File: src/rtl/divider_nb_if.sv
// Handshake and result bundle for divider_nb. The requester drives start/A/B.
// The divider returns Quotient/Remainder/ready/div_by_zero.
interface divider_nb_if #(
  parameter int nb = 8
) ();

  logic          start;
  logic [nb-1:0] A;
  logic [nb-1:0] B;
  logic [nb-1:0] Quotient;
  logic [nb-1:0] Remainder;
  logic          ready;
  logic          div_by_zero;

  modport master (
    output start,
    output A,
    output B,
    input  Quotient,
    input  Remainder,
    input  ready,
    input  div_by_zero
  );

  modport slave (
    input  start,
    input  A,
    input  B,
    output Quotient,
    output Remainder,
    output ready,
    output div_by_zero
  );

endinterface

File: src/rtl/divider_nb.sv
// Multi-cycle restoring divider: nb RUN steps, one FIX step, then a publish edge.
// Define DIVIDER_NB_SIGNED_EN for two's-complement operands; the default build is unsigned.
module divider_nb #(
  parameter int nb = 8
) (
  input logic         clk,
  input logic         rst_n,
  divider_nb_if.slave bus
);

  typedef enum logic [1:0] {
    IDLE,
    RUN,
    FIX,
    DONE
  } state_e;

  state_e        state_q, state_d;
  logic [6:0]    cnt_q, cnt_d;
  logic [nb-1:0] dvd_q, dvd_d;
  logic [nb-1:0] dvs_q, dvs_d;
  logic [nb-1:0] rem_q, rem_d;
  logic [nb-1:0] quo_q, quo_d;
  logic          zero_q, zero_d;
  logic [nb-1:0] quotient_q, quotient_d;
  logic [nb-1:0] remainder_q, remainder_d;
  logic          ready_q, ready_d;
  logic          dbz_q, dbz_d;

  logic [nb-1:0] mag_a, mag_b;
  logic [nb-1:0] quo_fix, rem_fix;
  logic [nb:0]   shifted, diff;

`ifdef DIVIDER_NB_SIGNED_EN
  logic sign_a_q, sign_a_d;
  logic sign_b_q, sign_b_d;

  // |-2^(nb-1)| is 2^(nb-1), which still fits in an nb-bit unsigned magnitude.
  assign mag_a = bus.A[nb-1] ? -bus.A : bus.A;
  assign mag_b = bus.B[nb-1] ? -bus.B : bus.B;

  assign quo_fix = zero_q ? '1 : ((sign_a_q ^ sign_b_q) ? -quo_q : quo_q);
  assign rem_fix = sign_a_q ? -rem_q : rem_q;
`else
  assign mag_a = bus.A;
  assign mag_b = bus.B;

  assign quo_fix = zero_q ? '1 : quo_q;
  assign rem_fix = rem_q;
`endif

  // Restoring step: a negative difference shows up as a set top bit.
  assign shifted = {rem_q, dvd_q[nb-1]};
  assign diff    = shifted - {1'b0, dvs_q};

  always_comb begin
    state_d     = state_q;
    cnt_d       = cnt_q;
    dvd_d       = dvd_q;
    dvs_d       = dvs_q;
    rem_d       = rem_q;
    quo_d       = quo_q;
    zero_d      = zero_q;
    quotient_d  = quotient_q;
    remainder_d = remainder_q;
    ready_d     = ready_q;
    dbz_d       = dbz_q;
`ifdef DIVIDER_NB_SIGNED_EN
    sign_a_d    = sign_a_q;
    sign_b_d    = sign_b_q;
`endif

    if (bus.start) begin
      state_d     = RUN;
      cnt_d       = '0;
      dvd_d       = mag_a;
      dvs_d       = mag_b;
      rem_d       = '0;
      quo_d       = '0;
      zero_d      = (bus.B == '0);
      quotient_d  = '0;
      remainder_d = '0;
      ready_d     = 1'b0;
      dbz_d       = 1'b0;
`ifdef DIVIDER_NB_SIGNED_EN
      sign_a_d    = bus.A[nb-1];
      sign_b_d    = bus.B[nb-1];
`endif
    end else begin
      unique case (state_q)
        IDLE: begin
          state_d = IDLE;
        end
        RUN: begin
          dvd_d = {dvd_q[nb-2:0], 1'b0};
          if (!diff[nb]) begin
            rem_d = diff[nb-1:0];
            quo_d = {quo_q[nb-2:0], 1'b1};
          end else begin
            rem_d = shifted[nb-1:0];
            quo_d = {quo_q[nb-2:0], 1'b0};
          end
          cnt_d = cnt_q + 7'd1;
          if (cnt_q == 7'(nb - 1)) begin
            state_d = FIX;
          end
        end
        FIX: begin
          quo_d   = quo_fix;
          rem_d   = rem_fix;
          state_d = DONE;
        end
        DONE: begin
          // First DONE cycle publishes the fixed-up result; afterwards everything holds.
          if (!ready_q) begin
            quotient_d  = quo_q;
            remainder_d = rem_q;
            ready_d     = 1'b1;
            dbz_d       = zero_q;
          end
        end
        default: begin
          state_d = IDLE;
        end
      endcase
    end
  end

  always_ff @(posedge clk) begin
    if (!rst_n) begin
      state_q     <= IDLE;
      cnt_q       <= '0;
      dvd_q       <= '0;
      dvs_q       <= '0;
      rem_q       <= '0;
      quo_q       <= '0;
      zero_q      <= 1'b0;
      quotient_q  <= '0;
      remainder_q <= '0;
      ready_q     <= 1'b0;
      dbz_q       <= 1'b0;
`ifdef DIVIDER_NB_SIGNED_EN
      sign_a_q    <= 1'b0;
      sign_b_q    <= 1'b0;
`endif
    end else begin
      state_q     <= state_d;
      cnt_q       <= cnt_d;
      dvd_q       <= dvd_d;
      dvs_q       <= dvs_d;
      rem_q       <= rem_d;
      quo_q       <= quo_d;
      zero_q      <= zero_d;
      quotient_q  <= quotient_d;
      remainder_q <= remainder_d;
      ready_q     <= ready_d;
      dbz_q       <= dbz_d;
`ifdef DIVIDER_NB_SIGNED_EN
      sign_a_q    <= sign_a_d;
      sign_b_q    <= sign_b_d;
`endif
    end
  end

  assign bus.Quotient    = quotient_q;
  assign bus.Remainder   = remainder_q;
  assign bus.ready       = ready_q;
  assign bus.div_by_zero = dbz_q;

endmodule

File: src/flat_wrapper.sv
// flat-port wrapper written by rule: the top's interface ports become plain ports
module divider_nb_flat 
#(
  parameter int nb = 8
)
  (clk, rst_n, bus_start, bus_A, bus_B, bus_Quotient, bus_Remainder, bus_ready, bus_div_by_zero);
  divider_nb_if #(.nb(nb)) bus_i ();
  input logic clk;
  input logic rst_n;
  input wire logic [$bits(bus_i.start)-1:0] bus_start;
  input wire logic [$bits(bus_i.A)-1:0] bus_A;
  input wire logic [$bits(bus_i.B)-1:0] bus_B;
  output wire logic [$bits(bus_i.Quotient)-1:0] bus_Quotient;
  output wire logic [$bits(bus_i.Remainder)-1:0] bus_Remainder;
  output wire logic [$bits(bus_i.ready)-1:0] bus_ready;
  output wire logic [$bits(bus_i.div_by_zero)-1:0] bus_div_by_zero;
  assign bus_i.start = bus_start;
  assign bus_i.A = bus_A;
  assign bus_i.B = bus_B;
  assign bus_Quotient = bus_i.Quotient;
  assign bus_Remainder = bus_i.Remainder;
  assign bus_ready = bus_i.ready;
  assign bus_div_by_zero = bus_i.div_by_zero;
  divider_nb #(.nb(nb)) u_core (.clk(clk), .rst_n(rst_n), .bus(bus_i));
endmodule
File: config.mk
export PLATFORM = sky130hd
export DESIGN_NAME = divider_nb_flat
export DESIGN_NICKNAME = d
export VERILOG_FILES = /design/src/rtl/divider_nb_if.sv /design/src/rtl/divider_nb.sv /design/src/flat_wrapper.sv
export SDC_FILE = /design/constraint.sdc
export NUM_CORES = 1
export LEC_CHECK = 0
export CAP_MARGIN = 25
export CELL_PAD_IN_SITES_DETAIL_PLACEMENT = 1
export CELL_PAD_IN_SITES_GLOBAL_PLACEMENT = 1
export CORE_UTILIZATION = 42
export CTS_BUF_LIST = sky130_fd_sc_hd__clkbuf_16
export DETAILED_ROUTE_END_ITERATION = 10
export GPL_TIMING_DRIVEN = 1
export PLACE_DENSITY = 0.9
export SETUP_SLACK_MARGIN = 0.2
export SLEW_MARGIN = 20
export SYNTH_ARGS = -nofsm -noshare
export SYNTH_HDL_FRONTEND = slang
export SYNTH_SLANG_ARGS = --single-unit
File: constraint.sdc
create_clock -name clk -period 2.4 [get_ports clk]
set_input_delay 0.36 -clock clk [delete_from_list [all_inputs] [get_ports clk]]
set_output_delay 0.36 -clock clk [all_outputs]
set_load 0.03 [all_outputs]
-- Word-level counts from Yosys, hierarchy flattened
Cells that the tools add are included.
- register bits after elaboration: 60
- input bits: 19
- output and inout port bits: 18
- logic and storage cells: 43
- add/subtract/negate cells: 2
- equal/unequal tests: 7
- muxes and demuxes: 9
- bitwise gates (word level): 2
- reductions and logical operators: 11
- operator list (operator ; count):
    2-to-1 mux 8 bit ; 4
    case mux 8 bit (2 select lines) ; 1
    subtractor 9 x 8 -> 9 bit ; 1
    logical NOT 8 bit ; 1
    AND reduction 2 bit ; 4
    adder 7 x 1 -> 7 bit (second input constant) ; 1
    equality test 7 x 3 -> 1 bit (second input constant) ; 1
    case mux 2 bit (3 select lines) ; 1
    equality test 2 bit (second input constant) ; 2
    inequality test 2 x 1 -> 1 bit (second input constant) ; 2
    nonzero test 2 bit ; 2
    nonzero test 4 bit ; 1
    inequality test 3 x 2 -> 1 bit (second input constant) ; 1
    nonzero test 3 bit ; 1
    equality test 2 x 1 -> 1 bit (second input constant) ; 1
    logical NOT 2 bit ; 1
    2-to-1 mux 1 bit ; 2
    2-to-1 mux 2 bit ; 1
    inverter 1 bit ; 2
    OR reduction 2 bit ; 1

-- Depth between registers and ports, before layout
- depth after elaboration: 4
- mapped depth: 10
- gate-level depth less buffers: 10

-- Worst setup path after synthesis
Ideal clock, no wire load.
- path kind: register to register
- from: register u_core.dvd_q[7]
- to: register u_core.rem_q[7], in the netlist u_core.rem_fix[7]
- setup time: 0.136 ns
- data arrival time: 1.967 ns
- required time: 2.264 ns
- setup slack: 0.296 ns
- cell stages (with the launch flop): 11
- path buffers: 0
- clock period less this slack: 2.104 ns
- cells stage by stage: dfxtp_1 inv_1 ha_1 inv_1 fa_1 a211oi_2 nor3_1 mux2_4 a21oi_2 o2111a_1 a211oi_2
- longest elaborated chain between the ends: 2
- ends and longest elaborated chain (what ; RTL line ; text):
    from (decl) ; divider_nb.sv:20 ; logic [nb-1:0] dvd_q, dvd_d;
    from (signal assigned) ; divider_nb.sv:149 ; dvd_q <= dvd_d;
    subtractor 9 x 8 -> 9 bit ; divider_nb.sv:54 ; assign diff = shifted - {1'b0, dvs_q};
    2-to-1 mux 8 bit ; divider_nb.sv:96 ; if (!diff[nb]) begin
    to (signal assigned) ; divider_nb.sv:151 ; rem_q <= rem_d;
    to (decl) ; divider_nb.sv:22 ; logic [nb-1:0] rem_q, rem_d;
Every way passes these cells.
A chain may end at the register's enable or synchronous reset.

-- Final worst setup path
Same ends and word-level chain as after synthesis.

==> run_results.csv <==
group,metric,value,unit
grt,grt_pass1_wl,12.7,mm
timing,clock_skew,0.00360,ns
final_layout,antennaDiodeCount,0,
power_and_ir_drop,combPwrFrac,0.152,
synthesis,yosysUniqueCellTypes,49,
detailed_routing,drtIter0Drc,113,
detailed_routing,wirelength,7.56,mm
critical_path,critical_path.max_fanout,4,
timing,max_slew_margin,0.593,
placed_design,dp.cells,426,
grt,grt_pass1_vias,2597,
floorplan,io-pin-count,37,
timing,rsz0062_at_grt,"yes",
synthesis,synth_top_flop_cell,"dfxtp_1",
floorplan,dieHeight,84.7,µm
timing,min_period_over_period,0.903,
power_and_ir_drop,switching_share,0.249,
power_and_ir_drop,p_leak,1.40,nW
detailed_routing,vias,2430,
power_and_ir_drop,intPower,0.00212,W
power_and_ir_drop,pwr-share-clk,0.474,
timing,hold_viol_final,0,
clock_tree,cts_root_buf,"clkbuf_16",
final_layout,nets,399,
critical_path,critical_path_class,"reg2reg",
synthesis,synth_area,2870,µm²
synthesis,postSynthRegisterBits,60,
clock_tree,cts-htree-levels,3,
critical_path,endpoint_kind,"register",
grt,grt_max_degree,22,
clock_tree,cts_buffer_depth,2,
synthesis,syn_nets,357,
clock_tree,cts_hold_buffers,0,
synthesis,ys_top_cells_by_count,"60 x dfxtp_1, 49 x nand2_1, 29 x a21oi_1",
clock_tree,clk_pin_slew_worst_paths,0.05,ns
synthesis,yosysMostFrequentCell,"dfxtp_1",
critical_path,cp-start-kind,"register",
placed_design,placed_cell_area,3320,µm²
grt,grt_use_total,0.230,
synthesis,synth_area_leaders,"dfxtp_1 42%, mux2i_1 6.6%, nand2_1 6.4%",
clock_tree,clk_latency,0.33,ns
timing,tns,0,ns
power_and_ir_drop,power_density,758,nW/µm²
clock_tree,tritoncts,"yes",
critical_path,r2r-start,"u_core.dvd_q[7]",
floorplan,placementRows,29,
power_and_ir_drop,switchingPower,0.000704,W
timing,setup_viol,0,
placed_design,port_buffers,36,
worst_hold_path,worstHoldStart,"u_core.bus.Quotient[6]",
worst_hold_path,hold_path_end,"u_core.bus.Quotient[6]",
grt,grt_overflow_total,0,
final_layout,final_util,0.577,
synthesis,synth.largest_area_cell,"dfxtp_1",
critical_path,reg2reg_depth,10,
clock_tree,clkSinkCount,60,
detailed_routing,post-route-drc-count,0,
synthesis,synth.avg_cell_area,8.89,µm²
run_status,outcome,"finished clean",
worst_hold_path,hold_path.class,"reg2reg",
power_and_ir_drop,seqPwrFrac,0.375,
grt,antenna_found_initial,0,
final_layout,final_cells,447,
worst_hold_path,hold_depth,2,
detailed_routing,wire_per_inst,16.9,µm
synthesis,synth_top_cell_area_share,0.418,
critical_path,arrival,2.38,ns
critical_path,worst-r2r-setup-slack,0.23,ns
detailed_routing,avgViaCountPerCell,5.44,
timing,max_freq,462,MHz
clock_tree,numCtsBuffers,9,
timing,period_needed,2.17,ns
synthesis,synth_edf_count,0,
synthesis,synth_cells,323,
placed_design,place_congestion,0.862,
floorplan,core,6460,µm²
timing,tightest_slew,0.611,ns
final_layout,area_growth,29.9,%
floorplan,start_util,0.445,
critical_path,required,2.61,ns
timing,drv_slew,0,
floorplan,fp.dieArea,7170,µm²
power_and_ir_drop,peakVddDrop,0.521,mV
job,maxCapViolations,0,
placed_design,place_hpwl,4.88,mm
final_layout,layout-drive-gt1-share,0.138,
detailed_routing,ant_nets,0,
detailed_routing,first_pass_iters,7,
floorplan,die_w,84.7,µm
synthesis,synth-warning-count,0,
critical_path,r2r-end,"u_core.rem_fix[7]",
synthesis,synth_seq_area_share,0.418,
final_layout,fin_area,3730,µm²
synthesis,synthArstFlopShare,0,
[kinds of logic (layout without fill, tap and decap cells)]
group	count (synthesis)	in the layout	share of synthesized area
buffers and inverters	31	78	0.0418
AO/OA/AOI/OAI	72	72	0.168
XOR/XNOR	8	8	0.0244
flip-flops	60	60	0.418
multiplexers	20	20	0.0715
AND/OR/NAND/NOR	117	117	0.208
adder cells (fa/ha/maj)	15	15	0.0680
[critical path, stage by stage, from the launching register on]
cell	delay (ns)
dfxtp_2	0.33
inv_2	0.06
ha_4	0.13
inv_2	0.03
fa_2	0.36
a211oi_4	0.26
nor3_2	0.09
mux2_4	0.37
a21oi_4	0.17
o2111a_1	0.23
a211oi_2	0.04
[metal layers]
metal  routed length, µm  GRT usage  vias to the layer above
li1                    -          -                     1204
met2                3910      0.420                       63
met5                   0          0                        -
met3                 251     0.0364                       18
met4                 178      0.106                        0
met1                3220      0.263                     1145
[cells in the final DEF, fill, tap and decap left out, types with 3 or more instances in the layout]
cell and count:
dfxtp_1 58, nand2_1 49, clkdlybuf4s50_1 36, a21oi_1 29, mux2i_1 19, nor2b_1 13, nor2_1 13, ha_1 13
inv_1 12, buf_4 12, o21ai_0 10, clkbuf_16 9, and2_1 8, o221a_2 7, o21ai_1 7, nand2b_1 6
nand3_1 5, xor2_1 5, xnor2_1 3, nand4_1 3, clkinv_1 3
[how the worst max path moves through the flow]
stage / startpoint / slack [ns] / to / depth (start not counted)
finish: u_core.dvd_q[7] / 0.23 / u_core.rem_fix[7] / 10
CTS: u_core.dvd_q[7] / 0.17 / u_core.rem_fix[7] / 10
global placement: u_core.dvd_q[7] / 0.22 / u_core.rem_fix[7] / 10
floorplan: u_core.dvd_q[7] / 0.30 / u_core.rem_fix[7] / 10
detailed placement: u_core.dvd_q[7] / 0.06 / u_core.rem_fix[7] / 10
global route: u_core.dvd_q[7] / 0.17 / u_core.rem_fix[1] / 10
[stage by stage]
| stage | hold slack, ns | worst slack [ns] | power, W |
|---|---|---|---|
| 3_3_place_gp | 0.443 | 0.223 | 0.00142 |
| 5_1_grt | 0.469 | 0.169 | 0.00293 |
| 3_5_place_dp | 0.448 | 0.0632 | 0.00144 |
| 6_report | 0.452 | 0.233 | 0.00283 |
| 2_1_floorplan | 0.432 | 0.296 | 0.00133 |
| 4_1_cts | 0.455 | 0.168 | 0.00282 |
[final cells by class]
type | count | area [µm²]
clock inverters | 7 | 82.6
flip-flops and latches | 60 | 1200
fillers | 741 | 2730
clock buffers | 9 | 225
inverters | 13 | 48.8
multi-input cells | 232 | 1600
repair buffers | 49 | 470
well taps | 77 | 96.3
[power by group through the flow]
stage          Combinational, W  Sequential, W  Clock (W)
2_1_floorplan          0.000264        0.00107          0
3_3_place_gp           0.000344        0.00107          0
3_5_place_dp           0.000363        0.00108          0
4_1_cts                0.000405        0.00106    0.00136
5_1_grt                0.000469        0.00106    0.00140
6_report               0.000429        0.00106    0.00134
[registers in the layout, indices dropped and copies added (netlist names)]
name / count
u_core.bus.Quotient: 8
u_core.bus.Remainder: 8
u_core.dvd_q: 8
u_core.dvs_q: 8
u_core.quo_q: 8
u_core.rem_fix: 8
u_core.cnt_q: 7
u_core.state_q: 2
u_core.bus.div_by_zero: 1
u_core.bus.ready: 1
u_core.zero_q: 1
[what timing repair did]
action                                 4_1_cts  5_1_grt
setup endpoints to repair                    9        8
resized for setup                           11        2
setup buffers                                3        2
pin swaps                                    5        8
endpoints found under the hold margin        0        0
Note: power is estimated with default switching activity, not from simulation.
